==> config.mk <==
export PLATFORM = sky130hd
export DESIGN_NAME = scariv_csu_sched_ctrl
export DESIGN_NICKNAME = d
export VERILOG_FILES = /design/src/rtl/scariv_pkg.sv /design/src/rtl/scariv_oldest_oh_picker.sv /design/src/rtl/scariv_csu_sched_ctrl.sv
export SDC_FILE = /design/constraint.sdc
export NUM_CORES = 1
export LEC_CHECK = 0
export CORE_MARGIN = 3
export CORE_UTILIZATION = 55
export CTS_CLUSTER_DIAMETER = 150
export DETAILED_ROUTE_END_ITERATION = 10
export DONT_BUFFER_PORTS = 1
export PLACE_DENSITY = 0.68
export SYNTH_ARGS = -nofsm -noshare
export SYNTH_HDL_FRONTEND = slang
export SYNTH_SLANG_ARGS = --single-unit
==> constraint.sdc <==
create_clock -name i_clk -period 6 [get_ports i_clk]
set_clock_uncertainty 0.05 [all_clocks]
set_input_delay 1.2 -clock i_clk [delete_from_list [all_inputs] [get_ports i_clk]]
set_output_delay 1.2 -clock i_clk [all_outputs]
set_load 0.005 [all_outputs]
==> src/rtl/scariv_pkg.sv <==
// Shared scheduler types and sizes for the scariv CSU issue path.
package scariv_pkg;

  localparam int CSU_ENTRY_SIZE = 8;
  localparam int CSU_IDX_W      = $clog2(CSU_ENTRY_SIZE);

  // Index plus one wrap bit, so full and empty can be told apart.
  typedef logic [CSU_IDX_W:0] csu_sched_ptr_t;

endpackage : scariv_pkg

==> src/rtl/scariv_oldest_oh_picker.sv <==
// One-hot grant to the first request at or after a one-hot base position, with wrap.
// Rotates the request vector to the base, takes the lowest set bit, rotates the grant back.
module scariv_oldest_oh_picker #(
  parameter int WIDTH = 8
) (
  input  logic [WIDTH-1:0] i_req,
  input  logic [WIDTH-1:0] i_base_oh,
  output logic [WIDTH-1:0] o_grant_oh,
  output logic             o_valid
);

  localparam int IDX_W = $clog2(WIDTH);

  logic [IDX_W-1:0] w_base_idx;
  logic [WIDTH-1:0] w_req_rot;
  logic [WIDTH-1:0] w_grant_rot;

  // NOTE: the default before the loop keeps this block purely combinational; without it
  // the index would hold its old value when no bit is set and a latch would be inferred.
  always_comb begin
    w_base_idx = '0;
    for (int i = 0; i < WIDTH; i++) begin
      if (i_base_oh[i]) w_base_idx = i[IDX_W-1:0];
    end
  end

  // A shift by WIDTH yields zero, so base index 0 needs no special case.
  assign w_req_rot   = (i_req >> w_base_idx) | (i_req << (WIDTH - int'(w_base_idx)));
  assign w_grant_rot = w_req_rot & (~w_req_rot + WIDTH'(1));
  assign o_grant_oh  = (w_grant_rot << w_base_idx) |
                       (w_grant_rot >> (WIDTH - int'(w_base_idx)));
  assign o_valid     = |i_req;

endmodule : scariv_oldest_oh_picker

==> src/rtl/scariv_csu_sched_ctrl.sv <==
// CSU scheduler controller: in-order allocate at the in-pointer, oldest-first pick,
// and strictly in-order retire at the out-pointer with one credit per retire.
module scariv_csu_sched_ctrl
  import scariv_pkg::*;
#(
  parameter  int ENTRY_SIZE = CSU_ENTRY_SIZE,
  localparam int IDX_W      = $clog2(ENTRY_SIZE)
) (
  input  logic                  i_clk,
  input  logic                  i_reset,
  input  logic                  i_disp_valid,
  output logic                  o_disp_ready,
  output logic [ENTRY_SIZE-1:0] o_put,
  output logic [ENTRY_SIZE-1:0] o_out_ptr_valid,
  input  logic [ENTRY_SIZE-1:0] i_entry_valid,
  input  logic [ENTRY_SIZE-1:0] i_entry_ready,
  input  logic                  i_pipe_stall,
  output logic [ENTRY_SIZE-1:0] o_entry_picked,
  output logic                  o_pick_valid,
  output logic [IDX_W-1:0]      o_pick_idx,
  input  logic [ENTRY_SIZE-1:0] i_issue_succeeded,
  output logic [ENTRY_SIZE-1:0] o_clear_entry,
  output logic                  o_credit_return,
  output logic [IDX_W:0]        o_free_cnt
);

  localparam logic [IDX_W:0] PTR_ONE  = (IDX_W+1)'(1);
  localparam logic [IDX_W:0] FREE_MAX = (IDX_W+1)'(ENTRY_SIZE);

  logic [IDX_W:0]        r_in_ptr;
  logic [IDX_W:0]        r_out_ptr;
  logic [IDX_W:0]        r_free_cnt;
  logic [IDX_W:0]        w_free_next;
  logic [IDX_W-1:0]      w_in_idx;
  logic [IDX_W-1:0]      w_out_idx;
  logic                  w_empty;
  logic                  w_alloc;
  logic                  w_retire;
  logic [ENTRY_SIZE-1:0] w_pick_req;

  assign w_in_idx  = r_in_ptr[IDX_W-1:0];
  assign w_out_idx = r_out_ptr[IDX_W-1:0];
  assign w_empty   = (r_in_ptr == r_out_ptr);

  assign o_free_cnt      = r_free_cnt;
  assign o_disp_ready    = (r_free_cnt != '0);
  assign w_alloc         = i_disp_valid & o_disp_ready;
  assign o_put           = {ENTRY_SIZE{w_alloc}} & (ENTRY_SIZE'(1) << w_in_idx);
  assign o_out_ptr_valid = ENTRY_SIZE'(1) << w_out_idx;

  assign w_pick_req = i_entry_valid & i_entry_ready & ~{ENTRY_SIZE{i_pipe_stall}};

  scariv_oldest_oh_picker #(
    .WIDTH (ENTRY_SIZE)
  ) u_picker (
    .i_req      (w_pick_req),
    .i_base_oh  (o_out_ptr_valid),
    .o_grant_oh (o_entry_picked),
    .o_valid    (o_pick_valid)
  );

  always_comb begin
    o_pick_idx = '0;
    for (int i = 0; i < ENTRY_SIZE; i++) begin
      if (o_entry_picked[i]) o_pick_idx = i[IDX_W-1:0];
    end
  end

  // Only the oldest entry may release; the empty guard blocks a stale success strobe.
  assign o_clear_entry   = o_out_ptr_valid & i_issue_succeeded & {ENTRY_SIZE{~w_empty}};
  assign w_retire        = |o_clear_entry;
  assign o_credit_return = w_retire;

  always_comb begin
    w_free_next = r_free_cnt;
    case ({w_retire, w_alloc})
      2'b10:   w_free_next = r_free_cnt + PTR_ONE;
      2'b01:   w_free_next = r_free_cnt - PTR_ONE;
      default: w_free_next = r_free_cnt;
    endcase
  end

  // NOTE: non-blocking assignments let every register sample pre-edge values, so the
  // pointers and free count update together regardless of statement order.
  always_ff @(posedge i_clk) begin
    if (i_reset) begin
      r_in_ptr   <= '0;
      r_out_ptr  <= '0;
      r_free_cnt <= FREE_MAX;
    end else begin
      if (w_alloc)  r_in_ptr  <= r_in_ptr + PTR_ONE;
      if (w_retire) r_out_ptr <= r_out_ptr + PTR_ONE;
      r_free_cnt <= w_free_next;
    end
  end

  a_no_put_when_full: assert property (@(posedge i_clk) disable iff (i_reset)
    !o_disp_ready |-> (o_put == '0));

  a_free_in_range: assert property (@(posedge i_clk) disable iff (i_reset)
    r_free_cnt <= FREE_MAX);

endmodule : scariv_csu_sched_ctrl

==> results of run 1 <==
## synth_stat cells, types with 5 or more instances
| library cell | instances |
|---|---|
| ha_1 | 16 |
| and2_1 | 8 |
| nand4_1 | 10 |
| or3_1 | 6 |
| or4_1 | 5 |
| inv_1 | 14 |
| nand2_1 | 40 |
| o221ai_1 | 6 |
| nor3_1 | 13 |
| clkbuf_1 | 14 |
| nand3b_1 | 6 |
| dfxtp_1 | 12 |
| o21ai_0 | 12 |
| a211oi_1 | 11 |
| nor2_1 | 46 |
| xnor2_1 | 7 |
| nand3_1 | 10 |
| and3_1 | 17 |
| a21oi_1 | 21 |
| buf_2 | 5 |
## power breakdown
part	switching [W]	total, W	internal (W)
clock network	0.0000253	0.0000691	0.0000439
registers	0.0000380	0.000140	0.000102
logic	0.000803	0.00122	0.000414
## area by class of cell
cell class	count	share of cell area
Timing Repair Buffer	3	0.00901
Sequential cell	12	0.0961
Tap cell	50	0.0250
Clock buffer	3	0.0165
Inverter	14	0.0210
Multi-Input combinational cell	318	0.832
## cell families after synthesis
| logic type | count (synthesis) |
|---|---|
| buffers and inverters | 34 |
| adder cells (fa/ha/maj) | 17 |
| AND/OR/NAND/NOR | 186 |
| flip-flops | 12 |
| XOR/XNOR | 11 |
| AO/OA/AOI/OAI | 102 |
| multiplexers | 2 |
## what timing repair did
action / CTS / global route
setup endpoints to repair: 0 / 2
resized for setup: 0 / 3
hold buffers: 0 / 0
## per-layer routing
layer / part of all wire / vias to the layer above / wire length [um] / GRT usage
li1: - / 1340 / - / -
met5: 0 / - / 0 / 0
met1: 0.40 / 1275 / 3070 / 0.373
met2: 0.45 / 198 / 3460 / 0.441
met4: 0.039 / 0 / 299 / 0.125
met3: 0.11 / 43 / 847 / 0.0634
## registers in the layout, summed over array words and instances, names as in the netlist
name        flops
o_free_cnt      4
r_out_ptr       4
r_in_ptr        4
## path summary, 6_finish.rpt
| check | from | to | depth (start not counted) |
|---|---|---|---|
| worst max-delay path | r_out_ptr[0]$_SDFFE_PP0P_ | o_pick_idx[0] | 14 |
| worst min-delay path | r_out_ptr[1]$_SDFFE_PP0P_ | r_out_ptr[1]$_SDFFE_PP0P_ | 2 |
| worst max register to register | r_out_ptr[2]$_SDFFE_PP0P_ | o_free_cnt[3]$_SDFFE_PP1P_ | 13 |
| worst min register to register | r_out_ptr[1]$_SDFFE_PP0P_ | r_out_ptr[1]$_SDFFE_PP0P_ | 2 |
## worst register-to-register path, cell delays in order (launching register included)
cell,delay [ps]
dfxtp_1,580
xnor2_1,180
nand4_1,250
and3_1,300
or4_1,520
or4_1,590
inv_1,160
ha_1,220
ha_1,240
a21o_1,170
a21oi_1,160
xnor2_1,100
o21ai_0,140
or3b_2,450
## per-stage QoR
stage | power [W] | util | cells
6_report | 0.00143 | 0.603 | 400
5_1_grt | 0.00155 | 0.603 | 400
4_1_cts | 0.00139 | 0.600 | 400
3_5_place_dp | 0.00131 | 0.590 | 397
3_3_place_gp | 0.00132 | 0.590 | 397
2_1_floorplan | 0.00108 | - | 364
==> flow_summary.json, run 1 <==
{
  "end_kind": "primary output",
  "rsz0062_at_grt": "no",
  "ys.warnings.count": 0,
  "place_congestion": 0.987,
  "finalSetupViolations": 0,
  "start_util": 0.591,
  "slowest_stage": "o211ai_2",
  "antennaDiodeCount": 0,
  "synth_nets": 409,
  "pre_cts_ws_ps": 645,
  "cts.path.max_buffers": 2,
  "portBuffers": 0,
  "yosysSeqAreaShare": 0.0981,
  "setup_ws_ps": 358,
  "postSynthAreaPerCell_um2": 6.73,
  "wl_um": 7680,
  "grt_overflow": 0,
  "hold_class": "reg -> reg",
  "tritoncts.num_buffers": 3,
  "yosys.area_share.adder": 0.0899,
  "drt_first_pass_iters": 6,
  "arrival_ps": 4390,
  "ir_drop_uv": 260,
  "fin_crit_sh": 0.940,
  "ios": 70,
  "regArea_um2": 240,
  "slew_headroom": 0.416,
  "htree_levels": 1,
  "synth_simple_gate_area_frac": 0.391,
  "multi_input_area_um2": 2080,
  "synth_edf_count": 0,
  "wire_per_inst_um": 19.2,
  "cts-root-buf": "clkbuf_8",
  "die_h_um": 72.7,
  "num_vias": 2856,
  "netlist_area_um2": 2450,
  "synth_top_family_by_area": "simple AND/OR/NAND/NOR gates",
  "worstMarginPinSlew_ps": 871,
  "final_cell_mix": "nor2_1 (46), nand2_1 (40), a21oi_1 (21)",
  "drive_above_1_share": 0.0629,
  "cts_setup_buffers": 0,
  "antenna_found_initial": 0,
  "path_cells": "ha_1, ha_1, inv_1, o211ai_2, buf_4, nor2_1, nor2_1, o32a_1, nand4_1, a211oi_1, nand2_1, a22o_1, o22ai_1, or4_1",
  "p_leak_nw": 0.994,
  "synthArstFlopShare": 0,
  "clkTransAtPathRegs_ps": 50,
  "place_area_um2": 2440,
  "status": "finished, final reports clean",
  "ant_nets": 0,
  "synth_top_area_cell": "dfxtp_1",
  "cts_sinks": 12,
  "power.density_nw_per_um2": 571,
  "synthXorXnorAreaFrac": 0.0393,
  "fin_tns_setup_ps": 0,
  "synth_cell_type_count": 68,
  "startpoint_type": "register",
  "maxSlewViolCount": 0,
  "track_usage": 0.283,
  "max_cap_violations": 0,
  "rrSetupSlack_ps": 1770,
  "synth_compound_area_frac": 0.311,
  "synth_mux_area_frac": 0.0133,
  "fp.dieArea_um2": 5290,
  "hold_viol": 0,
  "synth_cells": 364,
  "fill_cells": 410,
  "hpwl_um": 5820,
  "vias_per_cell": 7.14,
  "core_um2": 4140,
  "nNetsFinal": 397,
  "syn2layout_area_growth_pct": 2.04,
  "cp.buffers_inverters": 2,
  "yosys-top-cells-area": "dfxtp_1 (9.8%), ha_1 (8.2%), nor2_1 (7.1%), nand2_1 (6.1%), and3_1 (4.3%)",
  "worstSetupPathType": "reg -> out",
  "clk_latency_ps": 230,
  "grt_pass1_vias": 2614,
  "grt_pass1_wl_um": 12200,
  "ys.flop_type": "dfxtp_1",
  "fmax_ghz": 0.177,
  "finalInstanceArea_um2": 2500,
  "core.rowCount": 23,
  "die_w_um": 72.7,
  "post-route-drc-count": 0,
  "period_minus_slack_ps": 5640,
  "final_common_cell": "nor2_1",
  "crit_family": "compound AO/OA/AOI/OAI gates",
  "grt_max_degree": 20,
  "yosysTopAreaCellShare": 0.0981,
  "first_iter_violations": 482,
  "timing.hold.ws_ps": 485,
  "synth_seq_cells": 12,
  "cts_tree": "built",
  "max_stage_delay_ps": 530,
  "required_ps": 4750,
  "crit_fanout": 13
}
(Power assumes the default switching activity.)
==> run 2, diff against run 1 <==
--- a/config.mk
+++ b/config.mk
@@ -7,6 +7,7 @@
 export LEC_CHECK = 0
 export CORE_MARGIN = 3
 export CORE_UTILIZATION = 55
+export CTS_BUF_LIST = sky130_fd_sc_hd__clkbuf_8
 export CTS_CLUSTER_DIAMETER = 150
 export DETAILED_ROUTE_END_ITERATION = 10
 export DONT_BUFFER_PORTS = 1
==> results of run 2 <==
The final DEF is identical to that of run 1; final timing and power are the same.
==> run 3, diff against run 2 <==
--- a/config.mk
+++ b/config.mk
@@ -12,6 +12,7 @@
 export DETAILED_ROUTE_END_ITERATION = 10
 export DONT_BUFFER_PORTS = 1
 export PLACE_DENSITY = 0.68
+export SLEW_MARGIN = 20
 export SYNTH_ARGS = -nofsm -noshare
 export SYNTH_HDL_FRONTEND = slang
 export SYNTH_SLANG_ARGS = --single-unit
==> constraint.sdc (replaced) <==
create_clock -name i_clk -period 6 [get_ports i_clk]
set_clock_uncertainty 0.05 [all_clocks]
set_input_delay 1.2 -clock i_clk [delete_from_list [all_inputs] [get_ports i_clk]]
set_output_delay 1.2 -clock i_clk [all_outputs]
set_load 0.1 [all_outputs]
==> run 3 against run 2 <==
  * Final area increased by 17%
  * Via count increased by 3.4%
  * Final cell count increased by 7.5%
  * Critical path type unchanged
  * Setup slack got worse by 9.3 ps
  * Global-route usage increased by 2.0 points
  * Flip-flop and latch count unchanged
  * Critical path depth decreased by 1
  * Register-to-register slack got worse by 610 ps
  * Utilization increased by 10 points
  * Clock-buffer cell count increased by 1
  * Non-clock buffer count increased by 29
==> flow_summary.json, run 3 (synthesis gave the netlist of run 1 again) <==
{
  "cts.path.max_buffers": 2,
  "period_minus_slack_ps": 5650,
  "antennaDiodeCount": 0,
  "cts_tree": "built",
  "startpoint_type": "register",
  "slowest_stage": "mux4_2",
  "dp.cells": 426,
  "drt_first_pass_iters": 6,
  "rsz0062_at_grt": "no",
  "fp.dieArea_um2": 5290,
  "cts_sinks": 12,
  "final_util": 0.703,
  "antenna_found_initial": 0,
  "hpwl_um": 6200,
  "first_iter_violations": 476,
  "core.rowCount": 23,
  "final_cell_mix": "nor2_1 (46), nand2_1 (40), buf_4 (30)",
  "crit_top_cell": "nand2_1",
  "track_usage": 0.304,
  "tritoncts.num_buffers": 3,
  "ios": 70,
  "fmax_ghz": 0.177,
  "wl_um": 8060,
  "regArea_um2": 243,
  "worstMarginPinSlew_ps": 992,
  "dr_wl_met3_um": 798,
  "htree_levels": 1,
  "cts-root-buf": "clkbuf_8",
  "max_stage_delay_ps": 500,
  "max_cap_violations": 0,
  "syn2layout_area_growth_pct": 19.0,
  "worstSetupPathType": "reg -> out",
  "ant_nets": 0,
  "path_cells": "inv_1, ha_1, o31a_1, or3_1, and2_1, nand2_1, o32a_1, nand4_1, nor2_1, nand2_1, mux4_2, a21oi_2, buf_4",
  "fin_crit_sh": 0.942,
  "cp.buffers_inverters": 2,
  "die_h_um": 72.7,
  "portBuffers": 0,
  "nNetsFinal": 426,
  "crit_family": "simple AND/OR/NAND/NOR gates",
  "place_congestion": 1.00,
  "arrival_ps": 4400,
  "grt_pass1_wl_um": 13000,
  "finalSetupViolations": 0,
  "multi_input_area_um2": 2240,
  "hold_class": "reg -> reg",
  "start_util": 0.591,
  "hold_buffers": 0,
  "wire_per_inst_um": 18.7,
  "fill_cells": 383,
  "clk_latency_ps": 250,
  "grt_pass1_vias": 2748,
  "vias_per_cell": 6.87,
  "required_ps": 4750,
  "clkTransAtPathRegs_ps": 60,
  "num_vias": 2952,
  "die_w_um": 72.7,
  "post-route-drc-count": 0,
  "met1_length_um": 3440,
  "final_common_cell": "nor2_1",
  "fin_tns_setup_ps": 0,
  "layoutNonFillerInstCount": 430,
  "drive_above_1_share": 0.195,
  "cts_setup_buffers": 0,
  "maxSlewViolCount": 0,
  "slew_headroom": 0.339,
  "status": "finished, final reports clean",
  "post_cts_resized": 0,
  "core_um2": 4140,
  "wl_met2_um": 3630,
  "dr.max_layer_used": "met4",
  "crit_fanout": 13,
  "grt_overflow": 0,
  "end_kind": "primary output",
  "hold_viol": 0,
  "grt_max_degree": 19
}
## run 3: changes by cell type in the layout (fill, tap and decap cells not counted), moves of 3 or more
cell / change
a21oi_2: +3
nor2b_1: -3
a21oi_1: -4
ha_4: +3
buf_4: +27
## run 3: worst paths after layout
check                                                from                          to  slack, ps  cells past startpoint
worst max-delay path            r_out_ptr[0]$_SDFFE_PP0P_           o_entry_picked[0]        350                     13
worst min-delay path            r_out_ptr[1]$_SDFFE_PP0P_   r_out_ptr[1]$_SDFFE_PP0P_        470                      2
worst max register to register  r_out_ptr[0]$_SDFFE_PP0P_  o_free_cnt[3]$_SDFFE_PP1P_       1160                     16
worst min register to register  r_out_ptr[1]$_SDFFE_PP0P_   r_out_ptr[1]$_SDFFE_PP0P_        470                      2
## run 3: final cells by class
cell class / instances / area share
inverters: 14 / 0.0180
clock buffers: 4 / 0.0189
flip-flops and latches: 12 / 0.0833
well taps: 50 / 0.0215
multi-input cells: 318 / 0.767
repair buffers: 32 / 0.0910
## run 3: metal layers
metal / GRT usage / vias to the layer above
met3: 0.0289 / 28
met2: 0.475 / 185
met1: 0.420 / 1344
met5: 0 / -
met4: 0.139 / 0
li1: - / 1395
## run 3: metrics by stage
stage / hold slack, ps / instance area (um2) / setup slack, ps
detailed placement: 469 / 2860 / 706
floorplan: 438 / 2670 / -244
CTS: 478 / 2910 / 416
global route: 507 / 2910 / 5.67
global placement: 447 / 2860 / 672
finish: 473 / 2910 / 349
## run 3: worst reg2reg max path, stage by stage, from the launching register on
cell	delay (ps)
dfxtp_2	400
inv_1	100
ha_1	280
nor2b_2	180
buf_4	230
and3_1	570
or4_1	620
or4_1	410
buf_4	270
inv_1	140
ha_1	210
ha_1	240
a21o_1	170
a21oi_1	160
xnor2_1	100
o21ai_0	140
or3b_2	450
Power of run 3 is left out: the tool's default activity adds up to more than one toggle a clock period on the data nets, which glitch-free logic cannot reach.
